## src/rtl/ats_eligibility_scheduler.sv

```systemverilog
// ats_eligibility_scheduler: ATS token-bucket eligibility time per request (s_req_* in, m_axis_timestamp_* out, 0 = discard), cfg_* sampled at accept, stat_* pass/drop counters
module ats_eligibility_scheduler #(
  parameter int TIMESTAMP_WIDTH = 72,
  parameter int LENGTH_WIDTH    = 16,
  parameter int RATE_WIDTH      = 16,
  parameter int COUNTER_WIDTH   = 32
) (
  input  logic                       clk,
  input  logic                       rstn,
  input  logic [TIMESTAMP_WIDTH-1:0] s_req_arrival,
  input  logic [LENGTH_WIDTH-1:0]    s_req_length,
  input  logic                       s_req_valid,
  output logic                       s_req_ready,
  output logic [TIMESTAMP_WIDTH-1:0] m_axis_timestamp_tdata,
  output logic                       m_axis_timestamp_tvalid,
  input  logic                       m_axis_timestamp_tready,
  input  logic [RATE_WIDTH-1:0]      cfg_ns_per_byte,
  input  logic [TIMESTAMP_WIDTH-1:0] cfg_empty_to_full,
  input  logic [TIMESTAMP_WIDTH-1:0] cfg_max_residence,
  input  logic                       cfg_clear,
  output logic [COUNTER_WIDTH-1:0]   stat_pass_count,
  output logic [COUNTER_WIDTH-1:0]   stat_drop_count
);
  localparam int TW = TIMESTAMP_WIDTH;
  localparam int DW = LENGTH_WIDTH + RATE_WIDTH;
  typedef enum logic [2:0] {IDLE, CALC_A, CALC_B, CALC_C, OUT} state_t;
  state_t state, state_nx;
  logic [TW-1:0] arr_q, e2f_q, mres_q, be_q, ge_q, result_q;
  logic [LENGTH_WIDTH-1:0] len_q;
  logic [RATE_WIDTH-1:0] npb_q;
  logic [TW:0] sched_q, full_q, elig_q, limit_q;
  logic [TW:0] arr_x, ge_x, max_ag, elig_nx, be_nx;
  logic [DW-1:0] len_dur;
  logic pend_q, pass;
  assign s_req_ready = state == IDLE;
  assign m_axis_timestamp_tvalid = state == OUT;
  assign m_axis_timestamp_tdata = result_q;
  assign len_dur = len_q * npb_q;
  assign arr_x = {1'b0, arr_q};
  assign ge_x = {1'b0, ge_q};
  assign max_ag = arr_x > ge_x ? arr_x : ge_x;
  assign elig_nx = max_ag > sched_q ? max_ag : sched_q;
  // elig >= full here, so the excess over full only ever grows the bucket time
  assign be_nx = sched_q + elig_q - full_q;
  // a carry out of any sum makes elig exceed every limit
  assign pass = !elig_q[TW] && elig_q <= limit_q;
  always_comb begin
    state_nx = state;
    state_nx = state == IDLE   ? (s_req_valid ? CALC_A : IDLE) :
               state == CALC_A ? CALC_B :
               state == CALC_B ? CALC_C :
               state == CALC_C ? OUT :
               (m_axis_timestamp_tready ? IDLE : OUT);
  end
  always_ff @(posedge clk) state <= !rstn ? IDLE : state_nx;
  always_ff @(posedge clk) begin
    if (!rstn) begin
      {arr_q, e2f_q, mres_q, be_q, ge_q, result_q, len_q, npb_q} <= '0;
      {sched_q, full_q, elig_q, limit_q, pend_q} <= '0;
      stat_pass_count <= '0;
      stat_drop_count <= '0;
    end else begin
      if (state != IDLE && cfg_clear) pend_q <= 1'b1;
      case (state)
        IDLE: begin
          if (cfg_clear) begin
            be_q <= '0;
            ge_q <= '0;
          end
          if (s_req_valid) begin
            arr_q <= s_req_arrival;
            len_q <= s_req_length;
            npb_q <= cfg_ns_per_byte;
            e2f_q <= cfg_empty_to_full;
            mres_q <= cfg_max_residence;
          end
        end
        CALC_A: begin
          sched_q <= {1'b0, be_q} + {{(TW+1-DW){1'b0}}, len_dur};
          full_q <= {1'b0, be_q} + {1'b0, e2f_q};
        end
        CALC_B: begin
          elig_q <= elig_nx;
          limit_q <= arr_x + {1'b0, mres_q};
        end
        CALC_C: begin
          if (pass) begin
            ge_q <= elig_q[TW-1:0];
            be_q <= elig_q < full_q ? sched_q[TW-1:0] : be_nx[TW-1:0];
          end
          result_q <= !pass ? '0 : elig_q[TW-1:0] == '0 ? TW'(1) : elig_q[TW-1:0];
        end
        default: if (m_axis_timestamp_tready) begin
          if (result_q != '0) stat_pass_count <= stat_pass_count + COUNTER_WIDTH'(stat_pass_count != '1);
          else stat_drop_count <= stat_drop_count + COUNTER_WIDTH'(stat_drop_count != '1);
          if (pend_q || cfg_clear) begin
            be_q <= '0;
            ge_q <= '0;
          end
          pend_q <= 1'b0;
        end
      endcase
    end
  end
endmodule

```

## config.mk

```make
export PLATFORM = sky130hd
export DESIGN_NAME = ats_eligibility_scheduler
export DESIGN_NICKNAME = d
export VERILOG_FILES = /design/src/rtl/ats_eligibility_scheduler.sv
export SDC_FILE = /design/constraint.sdc
export NUM_CORES = 2
export LEC_CHECK = 0
export BUFFER_PORTS_ARGS = -buffer_cell sky130_fd_sc_hd__buf_4
export CAP_MARGIN = 20
export CELL_PAD_IN_SITES_DETAIL_PLACEMENT = 0
export CELL_PAD_IN_SITES_GLOBAL_PLACEMENT = 1
export CORE_UTILIZATION = 51
export DETAILED_ROUTE_END_ITERATION = 6
export PLACE_DENSITY = 0.94
export SYNTH_ARGS = -nofsm -noshare
export SYNTH_HDL_FRONTEND = slang
export SYNTH_SLANG_ARGS = --single-unit
```

## constraint.sdc

```tcl
create_clock -name clk -period 11.7 [get_ports clk]
set_clock_uncertainty 0.2 [all_clocks]
set_input_delay 1.755 -clock clk [delete_from_list [all_inputs] [get_ports clk]]
set_output_delay 1.755 -clock clk [all_outputs]
set_load 0.1 [all_outputs]
```

After elaboration in Yosys (flattened, before gate mapping)
Index checks and enable logic that the tools add are counted.
{ "word_totals": {"register_bits": 824, "input_bits": 253, "out_inout_bits": 138} }
{ "classes": {"addsub": 7, "n_mul": 1, "magnitude_cmp": 4, "eq_ne": 8, "n_mux": 21, "n_bitwise": 3, "n_reduce_logical": 16} }
{ "op_table": {"columns": ["op", "count"], "rows": [
  ["72-bit 2-to-1 mux", 9],
  ["72-bit one-hot mux with 3 select lines", 2],
  ["72-bit by 72-bit adder with 73-bit output", 2],
  ["72-bit by 32-bit adder with 73-bit output", 1],
  ["72-bit by 73-bit > comparator with 1-bit output", 1],
  ["73-bit less-or-equal comparator", 1],
  ["73-bit < comparator", 1],
  ["73-bit 2-to-1 mux", 1],
  ["72-bit adder", 1],
  ["72-bit > comparator", 1],
  ["72-bit zero test", 1],
  ["72-bit nonzero test", 1],
  ["72-bit subtractor", 1],
  ["32-bit by 1-bit adder with 32-bit output", 2],
  ["32-bit inequality test, second input constant", 2],
  ["16-bit by 16-bit multiplier with 32-bit output", 1],
  ["3-bit 2-to-1 mux", 5],
  ["3-bit nonzero test", 3],
  ["3-bit by 2-bit equality test with 1-bit output, second input constant", 2],
  ["3-bit AND reduction", 2],
  ["5-bit AND reduction", 1],
  ["1-bit 2-to-1 mux", 4],
  ["4-bit OR reduction", 1],
  ["3-bit by 1-bit equality test with 1-bit output, second input constant", 1],
  ["10 further kinds", 13]
]} }

Logic depth before layout (Yosys ltp)
{ "depth": {"depth_word": 5, "ltp_mapped": 29, "ltp_nobuf": 25} }

Worst setup path after synthesis
OpenSTA, ideal clock, no wires.
{ "synth_path": {"path_kind": "register to register", "startpoint": "register npb_q[9]", "endpoint": "register sched_q[70]", "setup_ns": 0.070, "arrival_time_ns": 6.810, "required_time_ns": 11.430, "slack_ns": 4.620, "path_stages_with_launch": 25, "cell_sequence": "dfxtp_1 > clkbuf_1 > clkbuf_1 > nand2_1 > fa_1 > inv_1 > fa_1 > inv_1 > fa_1 > inv_1 > fa_1 > fa_1 > fa_1 > ha_1 > nand3_1 > nor3_1 > inv_1 > or4_1 > a211oi_1 > o21ai_1 > o31ai_2 > buf_4 > nand3_1 > xor2_1 > a21oi_1"} }
{ "synth_between": {"elab_chain_len": 2} }
{ "synth_rtl": {"columns": ["item", "line", "rtl"], "rows": [
  ["start: declaration", "30", "logic [RATE_WIDTH-1:0] npb_q;"],
  ["start signal: assignment", "73", "npb_q <= cfg_ns_per_byte;"],
  ["16-bit by 16-bit multiplier with 32-bit output", "38", "assign len_dur = len_q * npb_q;"],
  ["72-bit by 32-bit adder with 73-bit output", "79", "sched_q <= {1'b0, be_q} + {{(TW+1-DW){1'b0}}, len_dur};"],
  ["end signal: assignment", "79", null],
  ["end: declaration", "31", "logic [TW:0] sched_q, full_q, elig_q, limit_q;"]
]} }
No other way between the ends.
A chain may end at the register's enable or synchronous reset.

Worst setup path in the final report
{ "layout_path": {"startpoint": "register len_q[8]", "endpoint": "register sched_q[66]"} }
{ "layout_between": {"elab_chain_len": 2} }
{ "layout_rtl": {"columns": ["item", "line", "rtl"], "rows": [
  ["start: declaration", "29", "logic [LENGTH_WIDTH-1:0] len_q;"],
  ["start signal: assignment", "72", "len_q <= s_req_length;"],
  ["16-bit by 16-bit multiplier with 32-bit output", "38", null],
  ["72-bit by 32-bit adder with 73-bit output", "79", null]
]} }
No other way between the ends.

==> metrics.csv <==
stage,metric,value,unit
yosys,synth_most_common_cell,nand2_1,
hold_path,hold_class,register to register,
pwr,power,11.23,mW
cts,clk_pin_slew,60,ps
cts,clockRootBuffer,clkbuf_16,
final_layout,drive_above_1_share,8.278,%
worst_setup_path,r2r_end,sched_q[66],
cts,post-cts-setup-buffers,0,
global_route,grt_pass1_wl,320.0,mm
cts,holdBufCountCts,0,
timing,timing.final.ws_setup,3859,ps
cts,cts_buffers,95,
worst_setup_path,end_kind,register,
drt,drt-pass1-iter-count,7,
cts,clk_latency,720,ps
drt,drc,1,
timing,period_minus_slack,7841,ps
final_layout,fillers,11790,
timing,rsz0062_at_grt,false,
cts,clockBufferDepth,3,
pwr,ir_drop,197.3,uV
drt,drt-initial-drc-count,4601,
yosys,yosysWarnings,0,
timing,hold_viol_final,0,
yosys,synth_area_leaders,"dfxtp_1 (26%), ha_1 (12%), fa_1 (9.4%), nand2_1 (7.7%), a21oi_1 (7.5%)",
timing,whs,249.2,ps
timing,fin_tns_setup,0,ps
die,io_pins,391,
yosys,synth_edf_count,0,
worst_setup_path,arrival,8220,ps
drt,num_vias,58260,
worst_setup_path,start_kind,register,
worst_setup_path,ff2ff_path_depth,22,
outcome,outcome,"complete, but fails checks",
drt,wirelength,208.3,mm
yosys,synth.avg_cell_area,7.811,um^2
die,initial_core_util,51.44,%
placed_design,dp.final_hpwl,163.6,mm
drt,wire_per_inst,20.94,um
yosys,synthesis.nets,9314,
final_layout,insertedDiodeCount,0,
yosys,syn_area,63600,um^2
outcome,violations,design-rule violations,
yosys,synth_cell_types,88,
placed_design,place.gp.congestion,0.9734,
pwr,p_per_area,159.0,nW/um^2
timing,worst_pin_slew,1254,ps
global_route,first_global_vias,56130,
die,dieArea,126100,um^2
yosys,yosysTopAreaCell,dfxtp_1,
die,row_count,129,
final_layout,syn_to_final_growth,11.02,%
timing,timing.fmax,0.1275,GHz
timing,drv_slew,0,
timing,final.period_utilization,67.01,%
worst_setup_path,crit_path_start,len_q[8],
die,core_area,123600,um^2
worst_setup_path,required,12080,ps
die,die_width,355.1,um
placed_design,dp_slack,3973,ps
global_route,gr-usage-all-layers,32.34,%
cts,tritoncts,yes,
global_route,antenna_found_initial,8,
drt,ant_nets,0,
pwr,p_leak,31.51,nW
worst_setup_path,critPathCapture,sched_q[66],
timing,relSlewSlack,15.62,%
timing,finalSetupViolations,0,
yosys,ys.flop_type,dfxtp_1,
flow_run,max_cap_viol_count,0,
cts,cts-htree-levels,3,
die,fp.dieH,355.1,um
hold_path,min_path_cells,2,
worst_setup_path,criticalPathCategory,register to register,
yosys,seq_area_frac_synth,25.94,%
cts,cts_resized,0,
yosys,synth.top_cell.area_share,25.94,%
final_layout,nNetsFinal,9406,
worst_setup_path,r2r-start,len_q[8],
worst_setup_path,path_max_fanout,18,
global_route,grt_overflow,0,
drt,drt-vias-per-instance,5.857,
yosys,async_flop_share,0,%
global_route,grt_start_max_net_pins,198,
placed_design,portBuffers,390,
yosys,synth_seq_cells,824,
worst_setup_path,r2r_setup_slack,3860,ps
cts,clock_sinks,824,
yosys,ys_top_cells_by_count,"nand2_1 (1307), a21oi_1 (948), inv_1 (908), dfxtp_1 (824), ha_1 (619)",
yosys,synth_cells,8143,
-- report_power, final --
| group | total (mW) | leakage, nW | internal, mW | switching (mW) |
|---|---|---|---|---|
| Combinational | 4.77 | 23.2 | 1.74 | 3.03 |
| Sequential | 3.27 | 6.69 | 2.99 | 0.274 |
| Clock | 3.19 | 1.61 | 1.88 | 1.31 |
-- cells in the final DEF, fill, tap and decap left out, drive strengths merged, types with 58 or more instances in the layout --
cell type	instances
a21o	253
nor4	58
or3	81
ha	619
and2	138
o21ai	331
nor2	371
a2111oi	70
nor3	119
dfxtp	824
xor2	135
xnor2	156
clkbuf	135
buf	440
nand4	148
fa	299
nand2	1307
inv	910
a21oi	949
nand3	147
-- routing by layer --
| layer | vias to the layer above | GRT usage, % | share of wire [%] | wire length [um] |
|---|---|---|---|---|
| met2 | 1805 | 57.51 | 50 | 103900 |
| met5 | - | 0 | 0.016 | 34 |
| met4 | 8 | 14.26 | 4.8 | 9927 |
| met1 | 28000 | 38.57 | 40 | 82340 |
| met3 | 474 | 4.523 | 5.8 | 12100 |
| li1 | 27980 | - | - | - |
-- worst max-delay path: stages (launching register included) --
cell and delay (ps):
dfxtp_1 820, nand2_1 200, fa_1 610, fa_1 440
fa_1 480, fa_1 490, inv_1 50, fa_1 540
inv_1 60, fa_1 530, inv_1 40, ha_1 330
inv_1 80, nor3_1 180, inv_1 70, or4_1 620
a211oi_1 640, o21ai_1 300, o31ai_2 310, buf_4 300
nand4_1 140, xor2_1 160, a21oi_1 90
-- area by class of cell --
class                      instances  area [um^2]  area share (%)
clock buffer                     134         2706           3.833
multi-input combinational       5965        42030           59.52
tap                             1637         2048           2.901
timing repair buffer             441         3331           4.717
inverter                         908         3416           4.837
sequential                       824        16500           23.36
clock inverter                    39        588.1          0.8328
-- flip-flops by register name, indices dropped and copies added, names as in the netlist, 72 cells and up --
| name | count |
|---|---|
| be_q | 72 |
| limit_q | 73 |
| m_axis_timestamp_tdata | 72 |
| sched_q | 73 |
| arr_q | 72 |
| elig_q | 73 |
| ge_q | 72 |
| e2f_q | 72 |
| full_q | 73 |
| mres_q | 72 |
-- worst min-delay path by stage --
stage,start,endpoint,slack [ps]
floorplan,limit_q[66],limit_q[66],220
global placement,limit_q[66],limit_q[66],230
detailed placement,limit_q[46],limit_q[46],240
CTS,limit_q[27],limit_q[27],250
global route,sched_q[18],sched_q[18],270
finish,limit_q[45],limit_q[45],250
-- cell families (layout without fill, tap and decap cells) --
group / after synthesis / count (layout) / synth area share [%]
AOI/OAI and AO/OA: 2073 / 2073 / 20.15
xor gates and xnor gates: 291 / 291 / 4.007
adders and majority gates: 918 / 918 / 21.59
buffers and inverters: 1354 / 1522 / 8.089
DFF: 824 / 824 / 25.94
muxes: 95 / 95 / 1.605
and+or+nand+nor: 2588 / 2588 / 18.62
-- through the flow --
step	utilization [%]	cells	area [um^2]
5_1_grt	57.12	9948	70620
2_1_floorplan	-	8143	63600
3_3_place_gp	54.44	9773	67310
3_5_place_dp	54.44	9773	67310
6_report	57.12	9948	70620
4_1_cts	57.11	9946	70610
No activity file was read; power rests on OpenSTA's default activity.
